$ cat config.mk
export PLATFORM = sky130hd
export DESIGN_NAME = free_list_reclaim_flat
export DESIGN_NICKNAME = d
export VERILOG_FILES = /design/src/rtl/free_list_reclaim_if.sv /design/src/rtl/free_list_reclaim.sv /design/src/flat_wrapper.sv
export SDC_FILE = /design/constraint.sdc
export NUM_CORES = 1
export LEC_CHECK = 0
export ABC_AREA = 0
export BUFFER_PORTS_ARGS = -buffer_cell sky130_fd_sc_hd__buf_2
export CORE_UTILIZATION = 40
export CTS_CLUSTER_SIZE = 10
export DETAILED_ROUTE_END_ITERATION = 6
export HOLD_SLACK_MARGIN = 0.1
export PLACE_DENSITY = 0.66
export SYNTH_ARGS = -nofsm -noshare
export SYNTH_HDL_FRONTEND = slang
export SYNTH_SLANG_ARGS = --single-unit
$ cat constraint.sdc
create_clock -name clk_i -period 2.3 [get_ports clk_i]
set_clock_uncertainty 0.1 [all_clocks]
set_input_delay 0.69 -clock clk_i [delete_from_list [all_inputs] [get_ports clk_i]]
set_output_delay 0.69 -clock clk_i [all_outputs]
set_load 0.02 [all_outputs]
$ cat src/rtl/free_list_reclaim_if.sv
// Commit-side and free-list-side signals of the reclaim block, bundled.
//   master : commit stage plus free-list environment (drives bundles, full, init_busy)
//   slave  : free_list_reclaim (drives ready, write strobe, write data, hold flag)
// Signals:
//   init_busy             free list is being initialised, reclaim stays idle
//   commit_valid/ready    commit bundle handshake
//   commit_free_0/1       lane releases its old_rd
//   commit_old_rd_0/1     physical register being freed on each lane
//   list_full             free-list FIFO full
//   list_wr / list_din    free-list write strobe and {hi, lo} pair
//   hold_valid            one freed register is parked waiting for a partner
interface free_list_reclaim_if #(
   parameter int PhysAddrWidth = 6
);
   localparam int PairWidth = 2 * PhysAddrWidth;

   logic                     init_busy;
   logic                     commit_valid;
   logic                     commit_ready;
   logic                     commit_free_0;
   logic [PhysAddrWidth-1:0] commit_old_rd_0;
   logic                     commit_free_1;
   logic [PhysAddrWidth-1:0] commit_old_rd_1;
   logic                     list_full;
   logic                     list_wr;
   logic [PairWidth-1:0]     list_din;
   logic                     hold_valid;

   modport master (
      output init_busy, commit_valid, commit_free_0, commit_old_rd_0,
             commit_free_1, commit_old_rd_1, list_full,
      input  commit_ready, list_wr, list_din, hold_valid
   );

   modport slave (
      input  init_busy, commit_valid, commit_free_0, commit_old_rd_0,
             commit_free_1, commit_old_rd_1, list_full,
      output commit_ready, list_wr, list_din, hold_valid
   );
endinterface

$ cat src/rtl/free_list_reclaim.sv
// Retire-side producer for the rename free list. Collects up to two freed
// physical registers per commit bundle, packs them into {hi, lo} pairs and
// writes the pairs into the free-list FIFO, back-pressuring commit.
// Ports:
//   clk_i   clock
//   rst_i   asynchronous active-high reset
//   bus     free_list_reclaim_if.slave (commit handshake, free-list write port)
//   reclaimed_cnt_o  (only with RECLAIM_STATS_EN) saturating count of
//                    registers returned, +2 per write
// Optional build macro: RECLAIM_STATS_EN adds reclaimed_cnt_o and
// simulation assertions on the free-list protocol.
module free_list_reclaim #(
   parameter int PhysAddrWidth = 6,
   parameter int PairWidth     = 2 * PhysAddrWidth
) (
   input  logic clk_i,
   input  logic rst_i,
   free_list_reclaim_if.slave bus
`ifdef RECLAIM_STATS_EN
   ,
   output logic [31:0] reclaimed_cnt_o
`endif
);

   logic                     hold_valid_q;
   logic [PhysAddrWidth-1:0] hold_reg_q;
   logic                     out_valid_q;
   logic [PairWidth-1:0]     out_pair_q;

   logic                     cand0, cand1;
   logic [1:0]               cnt;
   logic [PhysAddrWidth-1:0] first, second;
   logic                     ready, fire, accept;

   // Physical register 0 is never reclaimed.
   assign cand0 = bus.commit_free_0 && (bus.commit_old_rd_0 != '0);
   assign cand1 = bus.commit_free_1 && (bus.commit_old_rd_1 != '0);
   assign cnt   = {1'b0, hold_valid_q} + {1'b0, cand0} + {1'b0, cand1};

   // Candidates ordered hold, lane 0, lane 1.
   always_comb begin
      first  = '0;
      second = '0;
      if (hold_valid_q) begin
         first  = hold_reg_q;
         second = cand0 ? bus.commit_old_rd_0 : bus.commit_old_rd_1;
      end else begin
         first  = cand0 ? bus.commit_old_rd_0 : bus.commit_old_rd_1;
         second = bus.commit_old_rd_1;
      end
   end

   // Ready only when the output register is empty or drains this cycle, so a
   // load never overwrites an unwritten pair.
   assign ready  = !rst_i && !bus.init_busy && (!out_valid_q || !bus.list_full);
   assign fire   = out_valid_q && !bus.list_full && !bus.init_busy;
   assign accept = bus.commit_valid && ready;

   assign bus.commit_ready = ready;
   assign bus.list_wr      = fire;
   assign bus.list_din     = out_pair_q;
   assign bus.hold_valid   = hold_valid_q;

   always_ff @(posedge clk_i or posedge rst_i) begin
      if (rst_i) begin
         hold_valid_q <= 1'b0;
         hold_reg_q   <= '0;
         out_valid_q  <= 1'b0;
         out_pair_q   <= '0;
      end else begin
         if (fire) out_valid_q <= 1'b0;
         if (accept) begin
            case (cnt)
               2'd1: begin
                  hold_valid_q <= 1'b1;
                  hold_reg_q   <= first;
               end
               2'd2: begin
                  out_valid_q  <= 1'b1;
                  out_pair_q   <= {second, first};
                  hold_valid_q <= 1'b0;
               end
               2'd3: begin
                  out_valid_q  <= 1'b1;
                  out_pair_q   <= {bus.commit_old_rd_0, hold_reg_q};
                  hold_reg_q   <= bus.commit_old_rd_1;
               end
               default: ;
            endcase
         end
      end
   end

`ifdef RECLAIM_STATS_EN
   always_ff @(posedge clk_i or posedge rst_i) begin
      if (rst_i) begin
         reclaimed_cnt_o <= '0;
      end else if (fire) begin
         if (reclaimed_cnt_o >= 32'hFFFF_FFFD) reclaimed_cnt_o <= 32'hFFFF_FFFF;
         else                                  reclaimed_cnt_o <= reclaimed_cnt_o + 32'd2;
      end
   end

   a_no_wr_when_full: assert property (@(posedge clk_i) disable iff (rst_i)
      !(bus.list_wr && bus.list_full));
   a_no_accept_when_blocked: assert property (@(posedge clk_i) disable iff (rst_i)
      !(accept && out_valid_q && bus.list_full));
`endif

endmodule
$ cat src/flat_wrapper.sv
// flat-port wrapper written by rule: the top's interface ports become plain ports
module free_list_reclaim_flat 
#(
   parameter int PhysAddrWidth = 6,
   parameter int PairWidth     = 2 * PhysAddrWidth
)
  (clk_i, rst_i, bus_init_busy, bus_commit_valid, bus_commit_free_0, bus_commit_old_rd_0, bus_commit_free_1, bus_commit_old_rd_1, bus_list_full, bus_commit_ready, bus_list_wr, bus_list_din, bus_hold_valid);
  free_list_reclaim_if #(.PhysAddrWidth(PhysAddrWidth)) bus_i ();
  input  logic clk_i;
  input  logic rst_i;
  input wire logic [$bits(bus_i.init_busy)-1:0] bus_init_busy;
  input wire logic [$bits(bus_i.commit_valid)-1:0] bus_commit_valid;
  input wire logic [$bits(bus_i.commit_free_0)-1:0] bus_commit_free_0;
  input wire logic [$bits(bus_i.commit_old_rd_0)-1:0] bus_commit_old_rd_0;
  input wire logic [$bits(bus_i.commit_free_1)-1:0] bus_commit_free_1;
  input wire logic [$bits(bus_i.commit_old_rd_1)-1:0] bus_commit_old_rd_1;
  input wire logic [$bits(bus_i.list_full)-1:0] bus_list_full;
  output wire logic [$bits(bus_i.commit_ready)-1:0] bus_commit_ready;
  output wire logic [$bits(bus_i.list_wr)-1:0] bus_list_wr;
  output wire logic [$bits(bus_i.list_din)-1:0] bus_list_din;
  output wire logic [$bits(bus_i.hold_valid)-1:0] bus_hold_valid;
  assign bus_i.init_busy = bus_init_busy;
  assign bus_i.commit_valid = bus_commit_valid;
  assign bus_i.commit_free_0 = bus_commit_free_0;
  assign bus_i.commit_old_rd_0 = bus_commit_old_rd_0;
  assign bus_i.commit_free_1 = bus_commit_free_1;
  assign bus_i.commit_old_rd_1 = bus_commit_old_rd_1;
  assign bus_i.list_full = bus_list_full;
  assign bus_commit_ready = bus_i.commit_ready;
  assign bus_list_wr = bus_i.list_wr;
  assign bus_list_din = bus_i.list_din;
  assign bus_hold_valid = bus_i.hold_valid;
  free_list_reclaim #(.PhysAddrWidth(PhysAddrWidth), .PairWidth(PairWidth)) u_core (.clk_i(clk_i), .rst_i(rst_i), .bus(bus_i));
endmodule
==> metrics.md, run 1 <==
| Metric | Value |
|---|---|
| Status | `finished, violations left` |
| Failing checks | `DRC, setup timing` |
| Mapped Avg Cell Area | `9.270 um2` |
| Fillers | `202` |
| Final Slew Violations | `0` |
| # clock sinks | `20` |
| Relative slew slack | `74.17%` |
| MaxCap Viol Count | `0` |
| Core Util, Final | `73.37%` |
| Cells after Synth | `132` |
| Worst Tran Pin Value | `386.2 ps` |
| # nets final | `234` |
| GRT Util Overall | `26.35%` |
| Port buffer count | `33` |
| Final wirelength | `4154 um` |
| Vias per cell | `5.707` |
| Post-DP HPWL | `2816 um` |
| IO Pins | `34` |
| Hold_buf cts | `0` |
| Clock Path Buffers | `2` |
| Drt pass-1 iters | `6` |
| WS Path Type | `primary input to flop` |
| Fin crit period | `2835 ps` |
| Final ANT Viol Nets | `0` |
| Ranking of synthesized cells by area | `dfrtp_1 41%, nand2_1 4.6%, nor2_1 4.0%` |
| Met2 wire length | `2103 um` |
| Final setup viols | `20` |
| Layout cell share with drive strength beyond 1 | `59.72%` |
| # DRC | `2` |
| Final setup margin | `-534.9 ps` |
| Period utilization | `123.3%` |
| Critical Path RT | `2400 ps` |
| Number of synthesized register bits | `20` |
| Grt ovf | `0` |
| Core Area | `0.002829 mm2` |
| Cell area after synthesis | `0.001224 mm2` |
| YS warnings | `0` |
| Gp weighted congestion | `0.9465` |
| CTS clk-pin slew, worst paths | `130 ps` |
| LEAKAGE | `0.001013 uW` |
| Max rail drop VDD | `0.6916 mV` |
| CP peak stage delay | `560 ps` |
| Worst Hold Margin | `323.7 ps` |
| Critical path fanouts, max | `5` |
| TNS Setup | `-9276 ps` |
| Initial antenna violation count | `0` |
| Cells along the critical path | `buf_6, or4_4, o31ai_4, fa_2, inv_2, ha_4, a21o_4, mux2_4, a31oi_1, o21ai_1` |
| Reg2Reg Depth | `10` |
| Commonest non-fill, non-tap cells in the layout | `39 x buf_4, 30 x buf_2, 20 x dfrtp_1` |
| Clock Root Buffer | `clkbuf_4` |
| CTS buffer count | `3` |
| CTS tree | `yes` |
| Largest net degree at the start of global routing | `21` |
| Crit. End Element | `flop` |
| RSZ-0062 raised after global routing | `true` |
| Syn nets | `154` |
| CP max-delay cell | `or4_4` |
| Die Y-Extent | `57.31 um` |
| Via count | `1381` |
| Final hold vios | `0` |
| HP Class | `primary input to async pin` |
| Initial DRC Count | `53` |
| Synth cell types | `35` |
| Vias in the first global route | `1399` |
| Sequential fraction of the synthesis area | `40.90%` |
| Die width | `57.31 um` |
| Post-DR wirelength/cell | `17.17 um` |
| Met1 wire length | `1780 um` |
| Worst setup SP type | `primary input` |
| Commonest non-fill, non-tap cell in the layout | `buf_4` |
| Initial Util | `43.26%` |
| DP Cell Count | `222` |
| Area grow syn2layout | `69.63%` |
| First-pass GRT wire length | `6603 um` |
| Placement Cell Area | `0.001680 mm2` |
| DR top layer | `met4` |
| Design Area, Final | `0.002076 mm2` |
| Synth area leader | `dfrtp_1` |
| Power Dens Cells | `1091 mW/mm2` |
| Clock Latency Late Sink | `310 ps` |
| H-Tree Depth | `1` |
| Die area | `0.003284 mm2` |
| Ant diodes | `0` |
| Met3 WL post-DR | `194 um` |
| Yosys top cell area share | `40.90%` |
| Row count | `19` |
| Filler-free cell count of the finished design | `242` |
| WP data arrival | `2940 ps` |
| FMAX | `0.3528 GHz` |
worst max-delay path, delay by kind of cell:
family | cells | cell delay [ps]
mux | 1 | 290
compound gates | 4 | 560
simple gates | 1 | 560
fa+ha+maj | 2 | 660
buf+inv | 2 | 180
worst paths after layout:
path                                             start                       to  slack (ps)
max in group asynchronous                        rst_i     u_core.hold_reg_q[2]        1550
worst max register to register   u_core.bus.hold_valid   u_core.bus.list_din[7]         -20
worst min-delay path                             rst_i  u_core.bus.list_din[11]         320
worst max-delay path            bus_commit_old_rd_0[4]   u_core.bus.list_din[6]        -530
min in group clk_i              u_core.bus.list_din[1]   u_core.bus.list_din[1]         390
worst min register to register  u_core.bus.list_din[1]   u_core.bus.list_din[1]         390
per-layer routing:
metal	vias up	track usage [%]
met4	0	6.969
met1	677	35.16
li1	648	-
met2	48	46.22
met5	-	0
met3	8	2.041
cells in the mapped netlist, drive strengths merged:
library cell   n
o31ai          5
nor3b          1
and3           4
nor2b          3
clkbuf         4
nor2          13
nand2         15
o32ai          1
nor4           1
nand2b         2
a221o          4
nor3           4
ha             2
buf            2
fa             1
a31oi          4
nand3          2
a21oi          6
mux2           4
or4            2
a211oi         6
o21ai          6
dfrtp         20
a211o          3
and2           1
o221ai         1
inv            7
a221oi         3
a21o           5
power by group:
group	internal (uW)	total [uW]	switching (uW)
combinational	631	1350	715
clock	176	295	119
sequential	512	622	110
total	1320	2260	945
what timing repair did:
action,in CTS,in global routing
gates resized for setup,33,18
gates cloned,1,1
endpoints found under the setup margin,20,21
pin swaps,8,3
setup buffers,5,10
per-stage QoR:
stage	setup WS (ps)	power, uW
final	-534.9	2264
after CTS	-513.9	2109
after detailed placement	-972.3	1609
after global placement	-883.8	1581
after global routing	-596.1	2403
after floorplan	-878.8	1225
layout make-up:
type	count	area, um2	share of cell area (%)
inverters	7	26.28	1.266
clock buffers	3	22.52	1.085
clock inverters	1	30.03	1.447
well taps	31	38.79	1.869
repair buffers	81	604.3	29.11
multi-input cells	99	853.3	41.11
flip-flops and latches	20	500.5	24.11
sequential cells by signal, indices dropped and copies added, names as in the netlist:
name / cells
u_core.bus.hold_valid: 1
u_core.bus.list_din: 12
u_core.hold_reg_q: 6
u_core.out_valid_q: 1
cell families (layout without fill, tap and decap cells):
| group | Yosys count | count (layout) | synth area share, % |
|---|---|---|---|
| AO/OA/AOI/OAI | 44 | 44 | 27.71 |
| adder cells (fa/ha/maj) | 3 | 3 | 3.681 |
| buffers and inverters | 13 | 92 | 4.294 |
| flip-flops | 20 | 20 | 40.90 |
| multiplexers | 4 | 4 | 3.681 |
| AND/OR/NAND/NOR | 48 | 48 | 19.73 |
Note: power is estimated with default switching activity, not from simulation.
==> run 2: changes to the inputs <==
--- a/config.mk
+++ b/config.mk
@@ -7,11 +7,11 @@
 export LEC_CHECK = 0
 export ABC_AREA = 0
 export BUFFER_PORTS_ARGS = -buffer_cell sky130_fd_sc_hd__buf_2
-export CORE_UTILIZATION = 40
+export CORE_UTILIZATION = 45
 export CTS_CLUSTER_SIZE = 10
 export DETAILED_ROUTE_END_ITERATION = 6
 export HOLD_SLACK_MARGIN = 0.1
-export PLACE_DENSITY = 0.66
+export PLACE_DENSITY = 0.73
 export SYNTH_ARGS = -nofsm -noshare
 export SYNTH_HDL_FRONTEND = slang
 export SYNTH_SLANG_ARGS = --single-unit
==> run 2 against run 1 <==
The run ends with setup timing left. Final cell count fell by 2.5%. Power rose by 1.1%. Worst setup slack got worse by 64 ps.
==> metrics.md, run 2 (synthesized netlist as in run 1, its figures left out) <==
| Metric | Value |
|---|---|
| Worst setup SP type | `primary input` |
| Relative slew slack | `64.36% (-9.8 points)` |
| H-Tree Depth | `1 (unchanged)` |
| Commonest non-fill, non-tap cell in the layout | `buf_4` |
| WS Path Type | `primary input to flop` |
| CTS clk-pin slew, worst paths | `130 ps (about the same)` |
| Core Area | `0.002522 mm2 (-11%)` |
| Power share of the combinational group | `60.2% (+0.7 points)` |
| Final setup margin | `-598.6 ps (-63.69 ps)` |
| Row count | `18 (-1)` |
| Die area | `0.002932 mm2 (-11%)` |
| Worst Path Buf+Inv | `3 (+1)` |
| Final setup viols | `19 (-5.0%)` |
| Critical Path RT | `2420 ps (+20 ps)` |
| P_int | `1303 uW (-1.2%)` |
| Placement Cell Area | `0.001679 mm2 (about the same)` |
| Ant diodes | `0 (unchanged)` |
| Max rail drop VDD | `0.8224 mV (+19%)` |
| Crit. End Element | `flop` |
| RSZ-0062 raised after global routing | `true` |
| Final ANT Viol Nets | `0 (unchanged)` |
| Sw Ratio | `43.09% (+1.4 points)` |
| CP peak stage delay | `550 ps (about the same)` |
| Area grow syn2layout | `65.24%` |
| Critical path fanouts, max | `5 (unchanged)` |
| CTS tree | `yes` |
| Final hold vios | `0 (unchanged)` |
| Reg2reg end | `u_core.bus.list_din[5]` |
| CP max-delay cell | `or4_4` |
| CP delay by family, top | `adder cells` |
| IO Pins | `34 (unchanged)` |
| Post-DR wirelength/cell | `19.28 um (+12%)` |
| First-pass GRT wire length | `6465 um (-2.1%)` |
| FMAX | `0.3450 GHz (-2.2%)` |
| Place WS | `-1143 ps (-170.3 ps)` |
| Overall power | `2290 uW (+1.1%)` |
| # DRC | `0 (-2)` |
| Psw | `986.7 uW (+4.4%)` |
| Die width | `54.15 um (-5.5%)` |
| Register-to-register setup slack | `-50 ps (-30 ps)` |
| Cells along the critical path | `buf_6, or4_4, o31ai_4, fa_1, inv_2, ha_4, buf_6, a21o_4, mux2_4, a31oi_1, o21ai_1` |
| LEAKAGE | `0.0009851 uW (-2.7%)` |
| HP Class | `primary input to async pin` |
| Die Y-Extent | `54.15 um (-5.5%)` |
| Grt ovf | `0 (unchanged)` |
| Layout cell share with drive strength beyond 1 | `57.28% (-2.4 points)` |
| Commonest non-fill, non-tap cells in the layout | `36 x buf_4, 31 x buf_2, 20 x dfrtp_1` |
| Core Util, Final | `80.16% (+6.8 points)` |
| Via count | `1451 (+5.1%)` |
| Initial Util | `48.51% (+5.3 points)` |
| Worst Hold Margin | `320.5 ps (-3.172 ps)` |
| Port buffer count | `33 (unchanged)` |
| Post-DP HPWL | `2769 um (-1.6%)` |
| GRT Util Overall | `31.38% (+5.0 points)` |
| Vias per cell | `6.148 (+7.7%)` |
| Initial antenna violation count | `0 (unchanged)` |
| Final wirelength | `4549 um (+9.5%)` |
| Reg2Reg Depth | `10 (unchanged)` |
| Vias in the first global route | `1368 (-2.2%)` |
| Initial DRC Count | `46 (-13%)` |
| WP data arrival | `3020 ps (+80 ps)` |
| Fillers | `150 (-26%)` |
| Period utilization | `126.0% (+2.8 points)` |
| Seq pwr share | `26.7% (-0.8 points)` |
| MaxCap Viol Count | `0 (unchanged)` |
| Most Frequent Cell on Critical Path | `buf_6` |
| Clk pwr share | `13.1% (about the same)` |
| Largest register FFs | `12 (unchanged)` |
| Worst Tran Pin Value | `530.2 ps (+143.9 ps)` |
| CTS buffer count | `3 (unchanged)` |
| Design Area, Final | `0.002022 mm2 (-2.6%)` |
| Drt pass-1 iters | `4 (-2)` |
| Fin crit period | `2899 ps (+63.69 ps)` |
| Final Slew Violations | `0 (unchanged)` |
| Clock Path Buffers | `2 (unchanged)` |
| Largest net degree at the start of global routing | `21 (unchanged)` |
| # nets final | `229 (-2.1%)` |
| Clock Root Buffer | `clkbuf_4` |
| Clock Latency Late Sink | `320 ps (about the same)` |
| FF/Latch Area | `500.5 um2 (unchanged)` |
| Gp weighted congestion | `0.8811 (-6.9%)` |
| Status | `finished, violations left` |
| Multi-input gate area | `864.6 um2 (+1.3%)` |
| Power Dens Cells | `1132 mW/mm2 (+3.8%)` |
| Hold_buf cts | `0 (unchanged)` |
| Failing checks | `setup timing` |
| FF-to-FF Start | `u_core.bus.hold_valid` |
| # clock sinks | `20 (unchanged)` |
## run 2: cell count changes in the layout (fill, tap and decap cells not counted), sizes merged
cell    before  now
buf         80   75
clkbuf       4    3
nor2        13   14
## run 2: timing repair
item                                    in CTS  in global routing
gates resized for setup                     21                 23
buffers inserted                             7                  4
endpoints found under the setup margin      20                 20
hold endpoints to repair                     0                  0
pin swaps                                    9                 15
gates cloned                                 1                  0
## run 2: cell type report
| class | instances | area share (%) |
|---|---|---|
| well taps | 30 | 1.856 |
| inverters | 7 | 1.671 |
| clock buffers | 3 | 1.114 |
| multi-input cells | 100 | 42.76 |
| repair buffers | 75 | 26.36 |
| flip-flops and latches | 20 | 24.75 |
| clock inverters | 1 | 1.485 |
## run 2: power groups by stage
stage	clock, uW	sequential (uW)	combinational [uW]
after global routing	308	631	1470
after detailed placement	0	608	973
after global placement	0	599	948
final	299	612	1380
after CTS	296	606	1160
after floorplan	0	744	481
## run 2: worst max-delay path by stage
stage                            from                      to  slack, ps  cells after the start
2_1_floorplan  bus_commit_old_rd_0[1]  u_core.bus.list_din[6]       -880                     10
3_3_place_gp   bus_commit_old_rd_1[0]  u_core.bus.list_din[6]       -990                     11
3_5_place_dp   bus_commit_old_rd_0[1]    u_core.hold_reg_q[4]      -1140                     10
4_1_cts        bus_commit_old_rd_0[4]  u_core.bus.list_din[6]       -560                     11
5_1_grt        bus_commit_old_rd_0[3]    u_core.hold_reg_q[5]       -680                     12
6_report       bus_commit_old_rd_0[4]  u_core.bus.list_din[6]       -600                     11
## run 2: metal layers
| layer | GRT usage, % | up-vias | part of all wire, % |
|---|---|---|---|
| li1 | - | 639 | - |
| met1 | 40.17 | 708 | 43 |
| met2 | 52.44 | 92 | 48 |
| met3 | 5.650 | 12 | 7.4 |
| met4 | 10.68 | 0 | 1.9 |
| met5 | 0 | - | 0 |
## run 2: stage by stage
| step | TNS, ps | instances |
|---|---|---|
| after floorplan | -14330 | 132 |
| after global placement | -17390 | 221 |
| after detailed placement | -19250 | 221 |
| after CTS | -8557 | 233 |
| after global routing | -10500 | 236 |
| final | -9268 | 236 |
## run 2: worst min-delay path: stages
cell and delay (ps):
buf_2 120, inv_1 60, buf_4 270
